==> config.mk <==
export PLATFORM = sky130hd
export DESIGN_NAME = pipe_hazard_ctrl_flat
export DESIGN_NICKNAME = d
export VERILOG_FILES = /design/src/rtl/pipe_hazard_ctrl_pkg.sv /design/src/rtl/pipe_hazard_ctrl_if.sv /design/src/rtl/pipe_hazard_ctrl_fwd_sel.sv /design/src/rtl/pipe_hazard_ctrl.sv /design/src/flat_wrapper.sv
export SDC_FILE = /design/constraint.sdc
export NUM_CORES = 1
export LEC_CHECK = 0
export CAP_MARGIN = 0
export CORE_MARGIN = 3
export CORE_UTILIZATION = 45
export CTS_BUF_LIST = sky130_fd_sc_hd__clkbuf_8
export CTS_CLUSTER_DIAMETER = 150
export DETAILED_ROUTE_END_ITERATION = 16
export DONT_BUFFER_PORTS = 1
export GPL_TIMING_DRIVEN = 0
export PLACE_DENSITY_LB_ADDON = 0.25
export SLEW_MARGIN = 10
export SYNTH_ARGS = -nofsm -noshare
export SYNTH_HDL_FRONTEND = slang
export SYNTH_SLANG_ARGS = --single-unit
==> constraint.sdc <==
create_clock -name cpu_clk -period 4.5 [get_ports cpu_clk]
set_clock_uncertainty 0.05 [all_clocks]
set_input_delay 0.45 -clock cpu_clk [delete_from_list [all_inputs] [get_ports cpu_clk]]
set_output_delay 0.45 -clock cpu_clk [all_outputs]
set_load 0.05 [all_outputs]
==> src/rtl/pipe_hazard_ctrl_pkg.sv <==
// Shared encodings for the RV32I hazard controller: operand-forward selects and bus-wait FSM states.
package pipe_hazard_ctrl_pkg;

  localparam logic [1:0] FWD_RF  = 2'd0;
  localparam logic [1:0] FWD_EX  = 2'd1;
  localparam logic [1:0] FWD_MEM = 2'd2;
  localparam logic [1:0] FWD_WB  = 2'd3;

  // Wide enough for any bus timeout up to 255 cycles.
  localparam int WAIT_W = 8;

  typedef enum logic {
    ST_RUN  = 1'b0,
    ST_WAIT = 1'b1
  } state_t;

endpackage

==> src/rtl/pipe_hazard_ctrl_if.sv <==
// Pipeline-side view of the hazard controller: stage register info in, stall/flush/forward controls out.
interface pipe_hazard_ctrl_if #(
  parameter int CNT_W = 32
);
  logic [4:0]       id_rs1;
  logic [4:0]       id_rs2;
  logic             id_rs1_used;
  logic             id_rs2_used;
  logic [4:0]       ex_wR;
  logic             ex_rf_we;
  logic             ex_is_load;
  logic             ex_redirect;
  logic [4:0]       mem_wR;
  logic             mem_rf_we;
  logic             mem_req;
  logic             bus_ready;
  logic [4:0]       wb_wR;
  logic             wb_rf_we;
  logic [1:0]       fwd_a;
  logic [1:0]       fwd_b;
  logic             pc_stall;
  logic             if_id_stall;
  logic             if_id_flush;
  logic             id_ex_flush;
  logic             pipe_freeze;
  logic             bus_err;
  logic [CNT_W-1:0] stall_cnt;
  logic [CNT_W-1:0] flush_cnt;

  modport master (
    output id_rs1, id_rs2, id_rs1_used, id_rs2_used,
    output ex_wR, ex_rf_we, ex_is_load, ex_redirect,
    output mem_wR, mem_rf_we, mem_req, bus_ready,
    output wb_wR, wb_rf_we,
    input  fwd_a, fwd_b, pc_stall, if_id_stall, if_id_flush, id_ex_flush,
    input  pipe_freeze, bus_err, stall_cnt, flush_cnt
  );

  modport slave (
    input  id_rs1, id_rs2, id_rs1_used, id_rs2_used,
    input  ex_wR, ex_rf_we, ex_is_load, ex_redirect,
    input  mem_wR, mem_rf_we, mem_req, bus_ready,
    input  wb_wR, wb_rf_we,
    output fwd_a, fwd_b, pc_stall, if_id_stall, if_id_flush, id_ex_flush,
    output pipe_freeze, bus_err, stall_cnt, flush_cnt
  );
endinterface

==> src/rtl/pipe_hazard_ctrl_fwd_sel.sv <==
// Priority forward select for one EX operand (EX > MEM > WB > regfile); also flags a raw EX match.
module pipe_hazard_ctrl_fwd_sel
  import pipe_hazard_ctrl_pkg::*;
(
  input  logic [4:0] rs,
  input  logic       rs_used,
  input  logic [4:0] ex_wR,
  input  logic       ex_rf_we,
  input  logic       ex_is_load,
  input  logic [4:0] mem_wR,
  input  logic       mem_rf_we,
  input  logic [4:0] wb_wR,
  input  logic       wb_rf_we,
  output logic [1:0] sel,
  output logic       ex_hit
);
  logic rs_live;
  logic mem_hit;
  logic wb_hit;

  assign rs_live = rs_used & (rs != 5'd0);
  assign ex_hit  = rs_live & ex_rf_we  & (ex_wR  == rs);
  assign mem_hit = rs_live & mem_rf_we & (mem_wR == rs);
  assign wb_hit  = rs_live & wb_rf_we  & (wb_wR  == rs);

  // A load in EX has no data yet; the load-use bubble handles it, so fall through to older stages.
  always_comb begin
    sel = FWD_RF;
    if (ex_hit && !ex_is_load) sel = FWD_EX;
    else if (mem_hit)          sel = FWD_MEM;
    else if (wb_hit)           sel = FWD_WB;
  end
endmodule

==> src/rtl/pipe_hazard_ctrl.sv <==
// Hazard/sequencing controller: forwarding, load-use bubbles, redirect flushes and bus-wait freeze with watchdog.
module pipe_hazard_ctrl
  import pipe_hazard_ctrl_pkg::*;
#(
  parameter int CNT_W       = 32,
  parameter int BUS_TIMEOUT = 16
) (
  input logic               cpu_clk,
  input logic               cpu_rst,
  pipe_hazard_ctrl_if.slave hz
);
  localparam logic [WAIT_W-1:0] TIMEOUT = WAIT_W'(BUS_TIMEOUT);

  state_t            state, state_nxt;
  logic [WAIT_W-1:0] wait_cnt, wait_nxt;
  logic              err_set;
  logic              freeze;
  logic              hit_a, hit_b;
  logic              load_hz;
  logic              bus_err;
  logic [CNT_W-1:0]  stall_cnt, flush_cnt;

  pipe_hazard_ctrl_fwd_sel u_fwd_a (
    .rs(hz.id_rs1), .rs_used(hz.id_rs1_used),
    .ex_wR(hz.ex_wR), .ex_rf_we(hz.ex_rf_we), .ex_is_load(hz.ex_is_load),
    .mem_wR(hz.mem_wR), .mem_rf_we(hz.mem_rf_we),
    .wb_wR(hz.wb_wR), .wb_rf_we(hz.wb_rf_we),
    .sel(hz.fwd_a), .ex_hit(hit_a)
  );

  pipe_hazard_ctrl_fwd_sel u_fwd_b (
    .rs(hz.id_rs2), .rs_used(hz.id_rs2_used),
    .ex_wR(hz.ex_wR), .ex_rf_we(hz.ex_rf_we), .ex_is_load(hz.ex_is_load),
    .mem_wR(hz.mem_wR), .mem_rf_we(hz.mem_rf_we),
    .wb_wR(hz.wb_wR), .wb_rf_we(hz.wb_rf_we),
    .sel(hz.fwd_b), .ex_hit(hit_b)
  );

  assign load_hz = hz.ex_is_load & (hit_a | hit_b);

  always_comb begin
    state_nxt = state;
    wait_nxt  = wait_cnt;
    err_set   = 1'b0;
    freeze    = 1'b0;
    case (state)
      ST_RUN: begin
        if (hz.mem_req && !hz.bus_ready) begin
          freeze    = 1'b1;
          state_nxt = ST_WAIT;
          wait_nxt  = WAIT_W'(1);
        end
      end
      ST_WAIT: begin
        if (hz.bus_ready) begin
          state_nxt = ST_RUN;
        end else if (wait_cnt >= TIMEOUT) begin
          state_nxt = ST_RUN;
          err_set   = 1'b1;
        end else begin
          freeze   = 1'b1;
          wait_nxt = wait_cnt + WAIT_W'(1);
        end
      end
      default: state_nxt = ST_RUN;
    endcase
  end

  // Freeze dominates; a redirect squashes the wrong-path ID instruction, so it cancels the load-use stall.
  assign hz.pc_stall    = freeze | (~hz.ex_redirect & load_hz);
  assign hz.if_id_stall = freeze | (~hz.ex_redirect & load_hz);
  assign hz.if_id_flush = ~freeze & hz.ex_redirect;
  assign hz.id_ex_flush = ~freeze & (hz.ex_redirect | load_hz);
  assign hz.pipe_freeze = freeze;
  assign hz.bus_err     = bus_err;
  assign hz.stall_cnt   = stall_cnt;
  assign hz.flush_cnt   = flush_cnt;

  always_ff @(posedge cpu_clk or posedge cpu_rst) begin
    if (cpu_rst) begin
      state     <= ST_RUN;
      wait_cnt  <= '0;
      bus_err   <= 1'b0;
      stall_cnt <= '0;
      flush_cnt <= '0;
    end else begin
      state    <= state_nxt;
      wait_cnt <= wait_nxt;
      if (err_set)                     bus_err   <= 1'b1;
      if (hz.pc_stall)                 stall_cnt <= stall_cnt + CNT_W'(1);
      if (hz.ex_redirect && !freeze)   flush_cnt <= flush_cnt + CNT_W'(1);
    end
  end
endmodule

==> src/flat_wrapper.sv <==
// flat-port wrapper written by rule: the top's interface ports become plain ports
module pipe_hazard_ctrl_flat import pipe_hazard_ctrl_pkg::*;
#(
  parameter int CNT_W       = 32,
  parameter int BUS_TIMEOUT = 16
)
  (cpu_clk, cpu_rst, hz_id_rs1, hz_id_rs2, hz_id_rs1_used, hz_id_rs2_used, hz_ex_wR, hz_ex_rf_we, hz_ex_is_load, hz_ex_redirect, hz_mem_wR, hz_mem_rf_we, hz_mem_req, hz_bus_ready, hz_wb_wR, hz_wb_rf_we, hz_fwd_a, hz_fwd_b, hz_pc_stall, hz_if_id_stall, hz_if_id_flush, hz_id_ex_flush, hz_pipe_freeze, hz_bus_err, hz_stall_cnt, hz_flush_cnt);
  pipe_hazard_ctrl_if #(.CNT_W(CNT_W)) hz_i ();
  input logic cpu_clk;
  input logic cpu_rst;
  input wire logic [$bits(hz_i.id_rs1)-1:0] hz_id_rs1;
  input wire logic [$bits(hz_i.id_rs2)-1:0] hz_id_rs2;
  input wire logic [$bits(hz_i.id_rs1_used)-1:0] hz_id_rs1_used;
  input wire logic [$bits(hz_i.id_rs2_used)-1:0] hz_id_rs2_used;
  input wire logic [$bits(hz_i.ex_wR)-1:0] hz_ex_wR;
  input wire logic [$bits(hz_i.ex_rf_we)-1:0] hz_ex_rf_we;
  input wire logic [$bits(hz_i.ex_is_load)-1:0] hz_ex_is_load;
  input wire logic [$bits(hz_i.ex_redirect)-1:0] hz_ex_redirect;
  input wire logic [$bits(hz_i.mem_wR)-1:0] hz_mem_wR;
  input wire logic [$bits(hz_i.mem_rf_we)-1:0] hz_mem_rf_we;
  input wire logic [$bits(hz_i.mem_req)-1:0] hz_mem_req;
  input wire logic [$bits(hz_i.bus_ready)-1:0] hz_bus_ready;
  input wire logic [$bits(hz_i.wb_wR)-1:0] hz_wb_wR;
  input wire logic [$bits(hz_i.wb_rf_we)-1:0] hz_wb_rf_we;
  output wire logic [$bits(hz_i.fwd_a)-1:0] hz_fwd_a;
  output wire logic [$bits(hz_i.fwd_b)-1:0] hz_fwd_b;
  output wire logic [$bits(hz_i.pc_stall)-1:0] hz_pc_stall;
  output wire logic [$bits(hz_i.if_id_stall)-1:0] hz_if_id_stall;
  output wire logic [$bits(hz_i.if_id_flush)-1:0] hz_if_id_flush;
  output wire logic [$bits(hz_i.id_ex_flush)-1:0] hz_id_ex_flush;
  output wire logic [$bits(hz_i.pipe_freeze)-1:0] hz_pipe_freeze;
  output wire logic [$bits(hz_i.bus_err)-1:0] hz_bus_err;
  output wire logic [$bits(hz_i.stall_cnt)-1:0] hz_stall_cnt;
  output wire logic [$bits(hz_i.flush_cnt)-1:0] hz_flush_cnt;
  assign hz_i.id_rs1 = hz_id_rs1;
  assign hz_i.id_rs2 = hz_id_rs2;
  assign hz_i.id_rs1_used = hz_id_rs1_used;
  assign hz_i.id_rs2_used = hz_id_rs2_used;
  assign hz_i.ex_wR = hz_ex_wR;
  assign hz_i.ex_rf_we = hz_ex_rf_we;
  assign hz_i.ex_is_load = hz_ex_is_load;
  assign hz_i.ex_redirect = hz_ex_redirect;
  assign hz_i.mem_wR = hz_mem_wR;
  assign hz_i.mem_rf_we = hz_mem_rf_we;
  assign hz_i.mem_req = hz_mem_req;
  assign hz_i.bus_ready = hz_bus_ready;
  assign hz_i.wb_wR = hz_wb_wR;
  assign hz_i.wb_rf_we = hz_wb_rf_we;
  assign hz_fwd_a = hz_i.fwd_a;
  assign hz_fwd_b = hz_i.fwd_b;
  assign hz_pc_stall = hz_i.pc_stall;
  assign hz_if_id_stall = hz_i.if_id_stall;
  assign hz_if_id_flush = hz_i.if_id_flush;
  assign hz_id_ex_flush = hz_i.id_ex_flush;
  assign hz_pipe_freeze = hz_i.pipe_freeze;
  assign hz_bus_err = hz_i.bus_err;
  assign hz_stall_cnt = hz_i.stall_cnt;
  assign hz_flush_cnt = hz_i.flush_cnt;
  pipe_hazard_ctrl #(.CNT_W(CNT_W), .BUS_TIMEOUT(BUS_TIMEOUT)) u_core (.cpu_clk(cpu_clk), .cpu_rst(cpu_rst), .hz(hz_i));
endmodule
==> impl_results.md <==
* Slew HR at 0.349
* Via count at 2900
* Post-place setup slack at 1.38 ns
* Filler cells at 777
* CTS max path bufs at 2
* Post-Route WL at roughly 9500 um
* WS Path Type: reg2out
* Die area at 10000 sq um
* Grt total ovfl at 0
* Via density at about 5.8
* Antenna violations before repair at 0
* Core area at 8420 sq um
* DRT Pass-1 Iters at 4
* Clk pin slew, worst setup/hold paths at around 0.070 ns
* Share of cells above drive strength 1 at 0.129
* Final Hold Viols at 0
* Post-Syn Nets at 416
* Cell Area, Synth at approximately 4000 sq um
* Post-synth top area cell: dfrtp_1
* FF+latch count, synth at 74
* Synth top area cells: dfrtp_1 (46%), xnor2_1 (11%), xor2_1 (9.9%)
* Hold slack at 0.259 ns
* Diode count at 0
* Root Buffer: clkbuf_8
* # IOs at 110
* Max-slew violations at 0
* Remaining antenna violation count at 0
* Register area at 1850 sq um
* Mapped Cells at 376
* MaxCap Viol Count at 0
* Worst-skew pair later-pin latency at 0.34 ns
* Core Rows at 33
* Post-synthesis async set-or-reset flop share at 1.00
* Run status: finished, final reports clean
* Hold Path Class: in2reg
* Crit end category: output port
* EDFF count, synth at 0
* Post-synth top flop: dfrtp_1
* CTS Buf Count at 9
* CTS tree: yes
* All-Layer GR Usage at 0.194
* Initial Util at 0.474
* Clk sinks at 74
* Post-synth cell types at 50
* Number of setup buffers added after CTS at 0
* Final Critical Period at 3.23 ns
* Wire length of the first global-routing pass at 15400 um
* Die outline width at 100 um
* Period utilization at 0.717
* Achievable clock frequency at 0.310 GHz
* Peak VDD IR at approximately 0.00042 V
* Worst slew pin tran at roughly 0.97 ns
* Register area share after synthesis at 0.464
* DIE HEIGHT at 100 um
* Syn Area/Cell at 10.6 sq um
* Commonest non-fill, non-tap cell in the layout: dfrtp_1
* WP data arrival at roughly 2.7 ns
* Area Overhead vs Synth at 10.9%
* P_leak at between 0.0015 and 0.002 uW
* Crit path setup slack, layout at ~1.3 ns
* DRT iter0 DRCs at 108
* RD Place Congestion at 0.806
* Max Fanout on Critical Path at 11
* Top cell type's share of synthesized area at 0.464
* Critical path launch point type: flop
* Final setup vio count at 0
* Wirelength per Cell at roughly 19 um
* Required time of the critical path at 4.00 ns
* # port buffers at 0
* # resized after CTS at 0
* Largest net degree at the start of global routing at 57
* Vias in the first global route at ~2900
* Power Density at ~440 nW/um^2
* H-tree levels at 3
* Cts hold-fix bufs at 1
* Detailed Place HPWL at 7010 um
* Nets at 429
* Most frequent cells in the layout: dfrtp_1 (74), xnor2_1 (49), xor2_1 (45)
* Util after Layout at 0.526
* Residual DRC at 0
* Setup tns final at 0 ns
* Yosys Warn Count at 0
* RSZ-0062 raised after global routing: no
* Area of the multi-input gates at 2050 sq um
[worst max-delay path, stage by stage (launching register included)]
cell and delay [ns]:
dfrtp_1 0.40, or4_1 0.60, o21a_1 0.24, buf_2 0.24, inv_1 0.15, buf_2 0.42
nor2_1 0.34
[sequential cells by signal (all words and copies together) (netlist names)]
name,flops
u_core.hz.bus_err,1
u_core.hz.flush_cnt,32
u_core.hz.stall_cnt,32
u_core.state,1
u_core.wait_cnt,8
[worst paths after layout]
path | start | to | slack (ns) | cells past startpoint
worst max-delay path | u_core.wait_cnt[4]$_DFFE_PP0P_ | hz_id_ex_flush | 1.27 | 6
worst min-delay path | hz_bus_ready | u_core.wait_cnt[4]$_DFFE_PP0P_ | 0.26 | 2
worst max register to register | u_core.hz.flush_cnt[0]$_DFFE_PP0P_ | u_core.hz.flush_cnt[26]$_DFFE_PP0P_ | 1.82 | 8
worst min register to register | u_core.wait_cnt[5]$_DFFE_PP0P_ | u_core.wait_cnt[5]$_DFFE_PP0P_ | 0.43 | 1
max in group asynchronous | cpu_rst | u_core.wait_cnt[4]$_DFFE_PP0P_ | 3.36 | 3
min in group asynchronous | cpu_rst | u_core.hz.flush_cnt[29]$_DFFE_PP0P_ | 0.49 | 2
[stage by stage]
step | instance area, sq um | std cells | total power [uW]
floorplan | 3990 | 376 | 1230
global placement | 4130 | 481 | 1300
detailed placement | 4170 | 482 | 1310
CTS | 4430 | 499 | 1950
global route | 4430 | 499 | 2020
finish | 4430 | 499 | 1930
[logic make-up after synthesis]
logic type	after synthesis	synth area share
flip-flops	74	0.464
XOR/XNOR	94	0.206
adder cells (fa/ha/maj)	4	0.0125
AO/OA/AOI/OAI	44	0.101
AND/OR/NAND/NOR	134	0.184
buffers and inverters	24	0.0269
multiplexers	2	0.00658
[cell usage after synthesis, drive strengths merged (5+ instances only)]
cell type   n
dfrtp      74
xnor2      49
xor2       45
nand2      25
nor2       23
nand3      21
nand4      18
inv        13
o21ai      11
nor3        9
buf         8
a211oi      7
a2111oi     6
and3        6
nor4        6
and4        5
o2111ai     5
[where the power goes]
group	switching [uW]	internal, uW	leakage (uW)
Clock	243	397	0.000129
Combinational	138	100	0.000776
Sequential	326	728	0.000983
Total	706	1230	0.00189
[area by class of cell]
type / count / share of cell area
clock inverter: 5 / 0.0226
tap: 105 / 0.0297
multi-input combinational: 278 / 0.462
sequential: 74 / 0.418
inverter: 13 / 0.0116
timing repair buffer: 2 / 0.00847
buffer: 11 / 0.0133
clock buffer: 11 / 0.0342
[layer usage]
metal,share of wire,GRT usage,vias to the layer above
met5,0,0,-
li1,-,-,1351
met3,0.084,0.0556,12
met4,0.015,0.0684,0
met2,0.48,0.304,106
met1,0.43,0.257,1431
Power figures use the tool's default switching activity.
